$ cat src/rtl/mb16_acc_pkg.sv
// Shared types and helpers for the mb16_acc accumulation stage.
package mb16_acc_pkg;

  // Per-issue marker travelling alongside the multiplier pipeline.
  typedef struct packed {
    logic valid;
    logic last;
  } mb16_tag_t;

  // Accumulator width: full product width plus guard bits.
  function automatic int unsigned acc_width(input int unsigned width,
                                            input int unsigned guard);
    return 2 * width + guard;
  endfunction

endpackage

$ cat src/rtl/mb16_acc_if.sv
// Feeder/consumer bus of mb16_acc: issue handshake, product input and
// result register with valid/ready handshake.
interface mb16_acc_if
  import mb16_acc_pkg::*;
#(
  parameter int unsigned WIDTH = 16,
  parameter int unsigned GUARD = 8,
  parameter int unsigned LEN_W = 16
);
  localparam int unsigned ACC_W = acc_width(WIDTH, GUARD);

  logic                 in_valid;
  logic                 in_last;
  logic                 in_ready;
  logic [2*WIDTH-1:0]   product;
  logic [ACC_W-1:0]     acc_out;
  logic [LEN_W-1:0]     acc_count;
  logic                 acc_ovf;
  logic                 acc_valid;
  logic                 acc_ready;

  // Feeder + consumer side.
  modport master (
    output in_valid, in_last, product, acc_ready,
    input  in_ready, acc_out, acc_count, acc_ovf, acc_valid
  );

  // Accumulator side.
  modport slave (
    input  in_valid, in_last, product, acc_ready,
    output in_ready, acc_out, acc_count, acc_ovf, acc_valid
  );
endinterface

$ cat src/rtl/mb16_tag_pipe.sv
// LAT-deep tag shift register matched to the multiplier latency.
// Presents the tail tag and whether any in-flight tag closes a vector.
module mb16_tag_pipe
  import mb16_acc_pkg::*;
#(
  parameter int unsigned LAT = 3
) (
  input  logic      CLK,
  input  logic      RST,
  input  mb16_tag_t tag_in,
  output mb16_tag_t tag_out,
  output logic      pend_last
);

  mb16_tag_t stage [LAT];

  // Shift tags one stage per cycle; reset drops every in-flight tag.
  always_ff @(posedge CLK) begin
    if (RST) begin
      for (int unsigned i = 0; i < LAT; i++) begin
        stage[i] <= '0;
      end
    end else begin
      stage[0] <= tag_in;
      for (int unsigned i = 1; i < LAT; i++) begin
        stage[i] <= stage[i-1];
      end
    end
  end

  assign tag_out = stage[LAT-1];

  // Any valid last tag still in flight, including the one at the tail.
  always_comb begin
    pend_last = 1'b0;
    for (int unsigned i = 0; i < LAT; i++) begin
      pend_last = pend_last | (stage[i].valid & stage[i].last);
    end
  end

endmodule

$ cat src/rtl/mb16_acc.sv
// mb16_acc: dot-product accumulator placed behind the mb16_top multiplier.
// Tags follow each issue through a LAT-deep pipeline; the tail tag decides
// whether the current product is accumulated and whether it ends a vector.
// Optional build macro MB16_ACC_SATURATE_EN: accumulator clamps to
// all-ones on carry-out instead of wrapping.
module mb16_acc
  import mb16_acc_pkg::*;
#(
  parameter int unsigned WIDTH = 16,
  parameter int unsigned LAT   = 3,
  parameter int unsigned GUARD = 8,
  parameter int unsigned LEN_W = 16
) (
  input logic        CLK,
  input logic        RST,
  mb16_acc_if.slave  bus
);

  localparam int unsigned ACC_W = acc_width(WIDTH, GUARD);
  localparam int unsigned SUM_W = ACC_W + 1;

  mb16_tag_t        tag_in;
  mb16_tag_t        tag_tail;
  logic             pend_last;
  logic             ready;
  logic             issue;

  logic [ACC_W-1:0] acc;
  logic [LEN_W-1:0] cnt;
  logic             ovf;

  logic [ACC_W-1:0] acc_out_q;
  logic [LEN_W-1:0] acc_count_q;
  logic             acc_ovf_q;
  logic             acc_valid_q;

  logic [SUM_W-1:0] sum;
  logic             carry;
  logic [ACC_W-1:0] acc_next;
  logic [LEN_W-1:0] cnt_next;

  // Blocking on a pending last keeps the output register free for its commit.
  assign ready        = !acc_valid_q && !pend_last;
  assign issue        = bus.in_valid && ready;
  assign bus.in_ready = ready;

  // Tag entering the pipeline this cycle.
  always_comb begin
    tag_in       = '0;
    tag_in.valid = issue;
    tag_in.last  = issue && bus.in_last;
  end

  mb16_tag_pipe #(.LAT(LAT)) u_tag_pipe (
    .CLK       (CLK),
    .RST       (RST),
    .tag_in    (tag_in),
    .tag_out   (tag_tail),
    .pend_last (pend_last)
  );

  // Running sum with carry-out, and the saturating element counter.
  always_comb begin
    sum   = {1'b0, acc} + SUM_W'(bus.product);
    carry = sum[ACC_W];
`ifdef MB16_ACC_SATURATE_EN
    acc_next = carry ? '1 : sum[ACC_W-1:0];
`else
    acc_next = sum[ACC_W-1:0];
`endif
    cnt_next = (cnt == '1) ? cnt : cnt + LEN_W'(1);
  end

  // Running accumulator state; cleared when a vector commits.
  always_ff @(posedge CLK) begin
    if (RST) begin
      acc <= '0;
      cnt <= '0;
      ovf <= 1'b0;
    end else if (tag_tail.valid) begin
      if (tag_tail.last) begin
        acc <= '0;
        cnt <= '0;
        ovf <= 1'b0;
      end else begin
        acc <= acc_next;
        cnt <= cnt_next;
        ovf <= ovf | carry;
      end
    end
  end

  // One-entry result register with valid/ready handshake.
  always_ff @(posedge CLK) begin
    if (RST) begin
      acc_out_q   <= '0;
      acc_count_q <= '0;
      acc_ovf_q   <= 1'b0;
      acc_valid_q <= 1'b0;
    end else if (tag_tail.valid && tag_tail.last) begin
      acc_out_q   <= acc_next;
      acc_count_q <= cnt_next;
      acc_ovf_q   <= ovf | carry;
      acc_valid_q <= 1'b1;
    end else if (acc_valid_q && bus.acc_ready) begin
      acc_valid_q <= 1'b0;
    end
  end

  assign bus.acc_out   = acc_out_q;
  assign bus.acc_count = acc_count_q;
  assign bus.acc_ovf   = acc_ovf_q;
  assign bus.acc_valid = acc_valid_q;

endmodule
$ cat src/flat_wrapper.sv
// flat-port wrapper written by rule: the top's interface ports become plain ports
module mb16_acc_flat import mb16_acc_pkg::*;
#(
  parameter int unsigned WIDTH = 16,
  parameter int unsigned LAT   = 3,
  parameter int unsigned GUARD = 8,
  parameter int unsigned LEN_W = 16
)
  (CLK, RST, bus_in_valid, bus_in_last, bus_product, bus_acc_ready, bus_in_ready, bus_acc_out, bus_acc_count, bus_acc_ovf, bus_acc_valid);
  mb16_acc_if #(.WIDTH(WIDTH), .GUARD(GUARD), .LEN_W(LEN_W)) bus_i ();
  input logic CLK;
  input logic RST;
  input wire logic [$bits(bus_i.in_valid)-1:0] bus_in_valid;
  input wire logic [$bits(bus_i.in_last)-1:0] bus_in_last;
  input wire logic [$bits(bus_i.product)-1:0] bus_product;
  input wire logic [$bits(bus_i.acc_ready)-1:0] bus_acc_ready;
  output wire logic [$bits(bus_i.in_ready)-1:0] bus_in_ready;
  output wire logic [$bits(bus_i.acc_out)-1:0] bus_acc_out;
  output wire logic [$bits(bus_i.acc_count)-1:0] bus_acc_count;
  output wire logic [$bits(bus_i.acc_ovf)-1:0] bus_acc_ovf;
  output wire logic [$bits(bus_i.acc_valid)-1:0] bus_acc_valid;
  assign bus_i.in_valid = bus_in_valid;
  assign bus_i.in_last = bus_in_last;
  assign bus_i.product = bus_product;
  assign bus_i.acc_ready = bus_acc_ready;
  assign bus_in_ready = bus_i.in_ready;
  assign bus_acc_out = bus_i.acc_out;
  assign bus_acc_count = bus_i.acc_count;
  assign bus_acc_ovf = bus_i.acc_ovf;
  assign bus_acc_valid = bus_i.acc_valid;
  mb16_acc #(.WIDTH(WIDTH), .LAT(LAT), .GUARD(GUARD), .LEN_W(LEN_W)) u_core (.CLK(CLK), .RST(RST), .bus(bus_i));
endmodule
$ cat config.mk
export PLATFORM = sky130hd
export DESIGN_NAME = mb16_acc_flat
export DESIGN_NICKNAME = d
export VERILOG_FILES = /design/src/rtl/mb16_acc_pkg.sv /design/src/rtl/mb16_acc_if.sv /design/src/rtl/mb16_tag_pipe.sv /design/src/rtl/mb16_acc.sv /design/src/flat_wrapper.sv
export SDC_FILE = /design/constraint.sdc
export NUM_CORES = 1
export LEC_CHECK = 0
export CORE_MARGIN = 2
export CORE_UTILIZATION = 40
export DETAILED_ROUTE_END_ITERATION = 10
export GPL_TIMING_DRIVEN = 0
export HOLD_SLACK_MARGIN = 0.03
export PLACE_DENSITY = 0.68
export SLEW_MARGIN = 10
export SYNTH_ARGS = -nofsm -noshare
export SYNTH_HDL_FRONTEND = slang
export SYNTH_SLANG_ARGS = --single-unit
$ cat constraint.sdc
create_clock -name CLK -period 3.32 [get_ports CLK]
set_input_delay 0.498 -clock CLK [delete_from_list [all_inputs] [get_ports CLK]]
set_output_delay 0.498 -clock CLK [all_outputs]
set_load 0.1 [all_outputs]
==> qor.csv <==
stage;metric;value;unit
timing;top achievable clock speed;314.0;MHz
logic_synthesis;Syn. warnings;0;
logic_synthesis;predominant post-synthesis flop cell;dfxtp_1;
placed_design;DP Cell Count;1072;
worst_setup_path;CP peak stage delay;420;ps
final_layout;commonest non-fill, non-tap cell in the layout;dfxtp_1;
worst_setup_path;launching point of the worst reg2reg path;u_core.acc[0]$_SDFFE_PP0P_;
final_layout;final core utilization;0.5248;
floorplanning;row count;46;
worst_setup_path;FF-to-FF End;u_core.acc[36]$_SDFFE_PP0P_;
placed_design;gp weighted congestion;0.9192;
placed_design;PortBufs;95;
worst_setup_path;most used cell, CP;a31oi_1;
clock_network;clock root buffer;clkbuf_16;
clock_network;CTS sink count;121;
global_routing;initial antenna violation count;0;
logic_synthesis;#FFs+latches synth;121;
timing;Layout Skew;11.83;ps
worst_setup_path;number of cells on the critical path;12;
final_layout;antenna cells;0;
clock_network;Worst-Skew Late Latency;420;ps
final_layout;FILL cells;1562;
route;via/cell ratio;5.558;
worst_setup_path;Worst setup EP type;flip-flop;
route;Via Count;6153;
worst_hold_path;worst hold start;u_core.bus.acc_out[32]$_SDFFE_PP0P_;
floorplanning;core area;15890;um^2
logic_synthesis;Synth async-reset ratio;0;
worst_setup_path;Startpoint Class;input port;
route;DR DRC count;0;
worst_setup_path;critical path type;in2reg;
worst_setup_path;CP Buf/Inv Count;2;
route;WL final;17990;um
clock_network;clk slew on worst S/H paths;50;ps
pwr;P_leak;3.241;nW
timing;Worst-Margin Slew;982.4;ps
route;DRT iter0 DRCs;473;
timing;final setup violation count;0;
floorplanning;die width;131.3;um
worst_setup_path;Reg2Reg Depth;11;
clock_network;cts hold-fix bufs;0;
global_routing;largest net degree at the start of global routing;17;
global_routing;vias in the first global route;5711;
clock_network;Max Root-Sink Buffers;2;
worst_setup_path;crit-path max FO;4;
run;max-cap viol count;0;
final_layout;NumNets Final;950;
floorplanning;Die ar.;17240;um^2
worst_hold_path;worst min path class;reg2reg;
pwr;power per cell area;430.9;nW/um^2
worst_setup_path;crit-path cells;clkdlybuf4s50_1 -> ha_2 -> fa_1 -> a21o_2 -> a221o_1 -> a211oi_4 -> a21boi_2 -> o211ai_1 -> buf_4 -> a31oi_1 -> nand3b_1 -> a31oi_1;
route;First-pass DRT Iterations;5;
route;post-route ant nets;0;
final_layout;fin cells;1107;
logic_synthesis;Cell Area, Synth;6484;um^2
global_routing;first-pass GRT wire length;29150;um
floorplanning;count of boundary I/O pins;96;
worst_hold_path;Min-Delay Endpoint;u_core.bus.acc_out[32]$_SDFFE_PP0P_;
worst_setup_path;flop-to-flop setup slack;350;ps
global_routing;Total GRT Usage;0.2095;
timing;final cycle utilization of the critical path;0.9592;
clock_network;Max H-tree Level;4;
logic_synthesis;unique cell type count in the Yosys netlist;66;
floorplanning;Die H;131.3;um
timing;Tmin final;3185;ps
timing;endpoints failing hold;0;
worst_hold_path;WHS Path Cells;2;
placed_design;Post-DP HPWL;13150;um
global_routing;GRT Residual Overflow;0;
clock_network;TritonCTS clock tree;built;
timing;slew margin rel.;0.3430;
final_layout;area delta synth->final;28.58;%
outcome;outcome;completed;
route;post-DR wirelength/cell;16.25;um
final_layout;commonest cells after routing, fill and taps aside;121 x dfxtp_1, 95 x clkdlybuf4s50_1, 72 x nand2_1, 66 x nor2_1, 57 x a21oi_1;
final_layout;FF+latch area;2422;um^2
worst_setup_path;arrival time worst endpoint;3520;ps
worst_setup_path;Worst Path Required;3660;ps
timing;Fin Hold WS;449.5;ps
logic_synthesis;Syn Inst Count;761;
clock_network;TritonCTS Buffers;17;
worst_setup_path;Crit path max-delay family;compound AO/OA/AOI/OAI gates;
pwr;overall power;0.003592;W
logic_synthesis;Avg Cell Area, Syn;8.520;um^2
logic_synthesis;syn_nets;832;
logic_synthesis;Post-synth EDFFs;0;
timing;final slew viol count;0;
floorplanning;Initial Util;0.4082;
worst_setup_path;slowest CP cell;clkdlybuf4s50_1;
pwr;Max VDD drop;371.8;uV
final_layout;Multi-input gate area;3857;um^2
timing;RSZ-0062 raised after global routing;true;
logic_synthesis;sequential element share of the synthesized area;0.3736;
final_layout;fraction of layout cells with a size suffix above 1;0.07183;
==> cells in the mapped netlist, types with 14 or more instances <==
cell | number | area, um^2
nand4_1 | 19 | 118.9
a21o_1 | 14 | 105.1
nand3_1 | 31 | 155.2
a22oi_1 | 22 | 165.2
nand2_1 | 72 | 270.3
a22o_1 | 42 | 367.9
xor2_1 | 18 | 157.7
a21oi_1 | 59 | 295.3
o21ai_0 | 49 | 245.2
xnor2_1 | 24 | 210.2
dfxtp_1 | 121 | 2422
ha_1 | 33 | 412.9
nor2_1 | 66 | 247.7
nor3_1 | 15 | 75.07
clkbuf_1 | 32 | 120.1
==> registers in the layout, indices dropped and copies added (netlist names) <==
register	count
u_core.acc	40
u_core.u_tag_pipe.stage	6
u_core.ovf	1
u_core.cnt	16
u_core.bus.acc_ovf	1
u_core.bus.acc_valid	1
u_core.bus.acc_count	16
u_core.bus.acc_out	40
==> per-layer routing <==
layer	track usage	up-vias	share of wire
met5	0	-	0
met4	0.09118	0	0.026
met3	0.04398	39	0.058
met2	0.3190	214	0.44
met1	0.2865	2859	0.48
li1	-	3041	-
==> kinds of logic after synthesis <==
logic type | synth area share
fa+ha+maj | 0.06677
xor+xnor | 0.05673
buf+inv | 0.03975
compound gates | 0.2634
flops | 0.3736
mux | 0.01081
simple gates | 0.1889
==> final cells by class <==
type	instances	share of cell area
plain buffers	44	0.02461
inverters	14	0.006303
well taps	216	0.03242
repair buffers	99	0.1177
multi-input cells	582	0.4627
clock buffers	22	0.05688
flip-flops and latches	121	0.2906
clock inverters	9	0.008855
==> worst max path at each step <==
stage | from | endpoint | slack [ps]
6_report | bus_product[0] | u_core.acc[36]$_SDFFE_PP0P_ | 140
5_1_grt | bus_product[1] | u_core.bus.acc_out[33]$_SDFFE_PP0P_ | -40
4_1_cts | bus_product[0] | u_core.bus.acc_out[32]$_SDFFE_PP0P_ | 6
3_5_place_dp | bus_product[0] | u_core.bus.acc_out[32]$_SDFFE_PP0P_ | -630
3_3_place_gp | bus_product[0] | u_core.bus.acc_out[32]$_SDFFE_PP0P_ | -600
2_1_floorplan | bus_product[0] | u_core.acc[34]$_SDFFE_PP0P_ | 340
==> worst register-to-register path: stages, from the launching register on <==
cell      delay, ps
dfxtp_1         310
ha_2            200
fa_1            400
a21o_2          240
a221o_1         400
a211oi_4        340
a21boi_2        100
o211ai_1        210
buf_4           180
a31oi_1         130
nand3b_1        210
a31oi_1         190
==> metrics by stage <==
step                TNS, ps  setup WS (ps)  cell area [um^2]
CTS                       0          5.886              8268
global route         -39.18         -39.18              8337
floorplan                 0          342.6              6484
finish                    0          135.5              8337
detailed placement   -10740         -632.5              7705
global placement     -10390         -595.1              7705
==> timing repair <==
item,CTS,global route
endpoints found under the setup margin,10,23
pin swaps,1,6
gates resized for setup,1,11
setup buffers,1,3
==> where the power goes <==
part           total, W  leakage, nW  switching, W  internal, W
sequential      0.00149        0.977     0.0000155      0.00148
combinational  0.000382         1.98      0.000232     0.000150
clock           0.00172        0.279      0.000643      0.00107
Note: power is estimated with default switching activity, not from simulation.
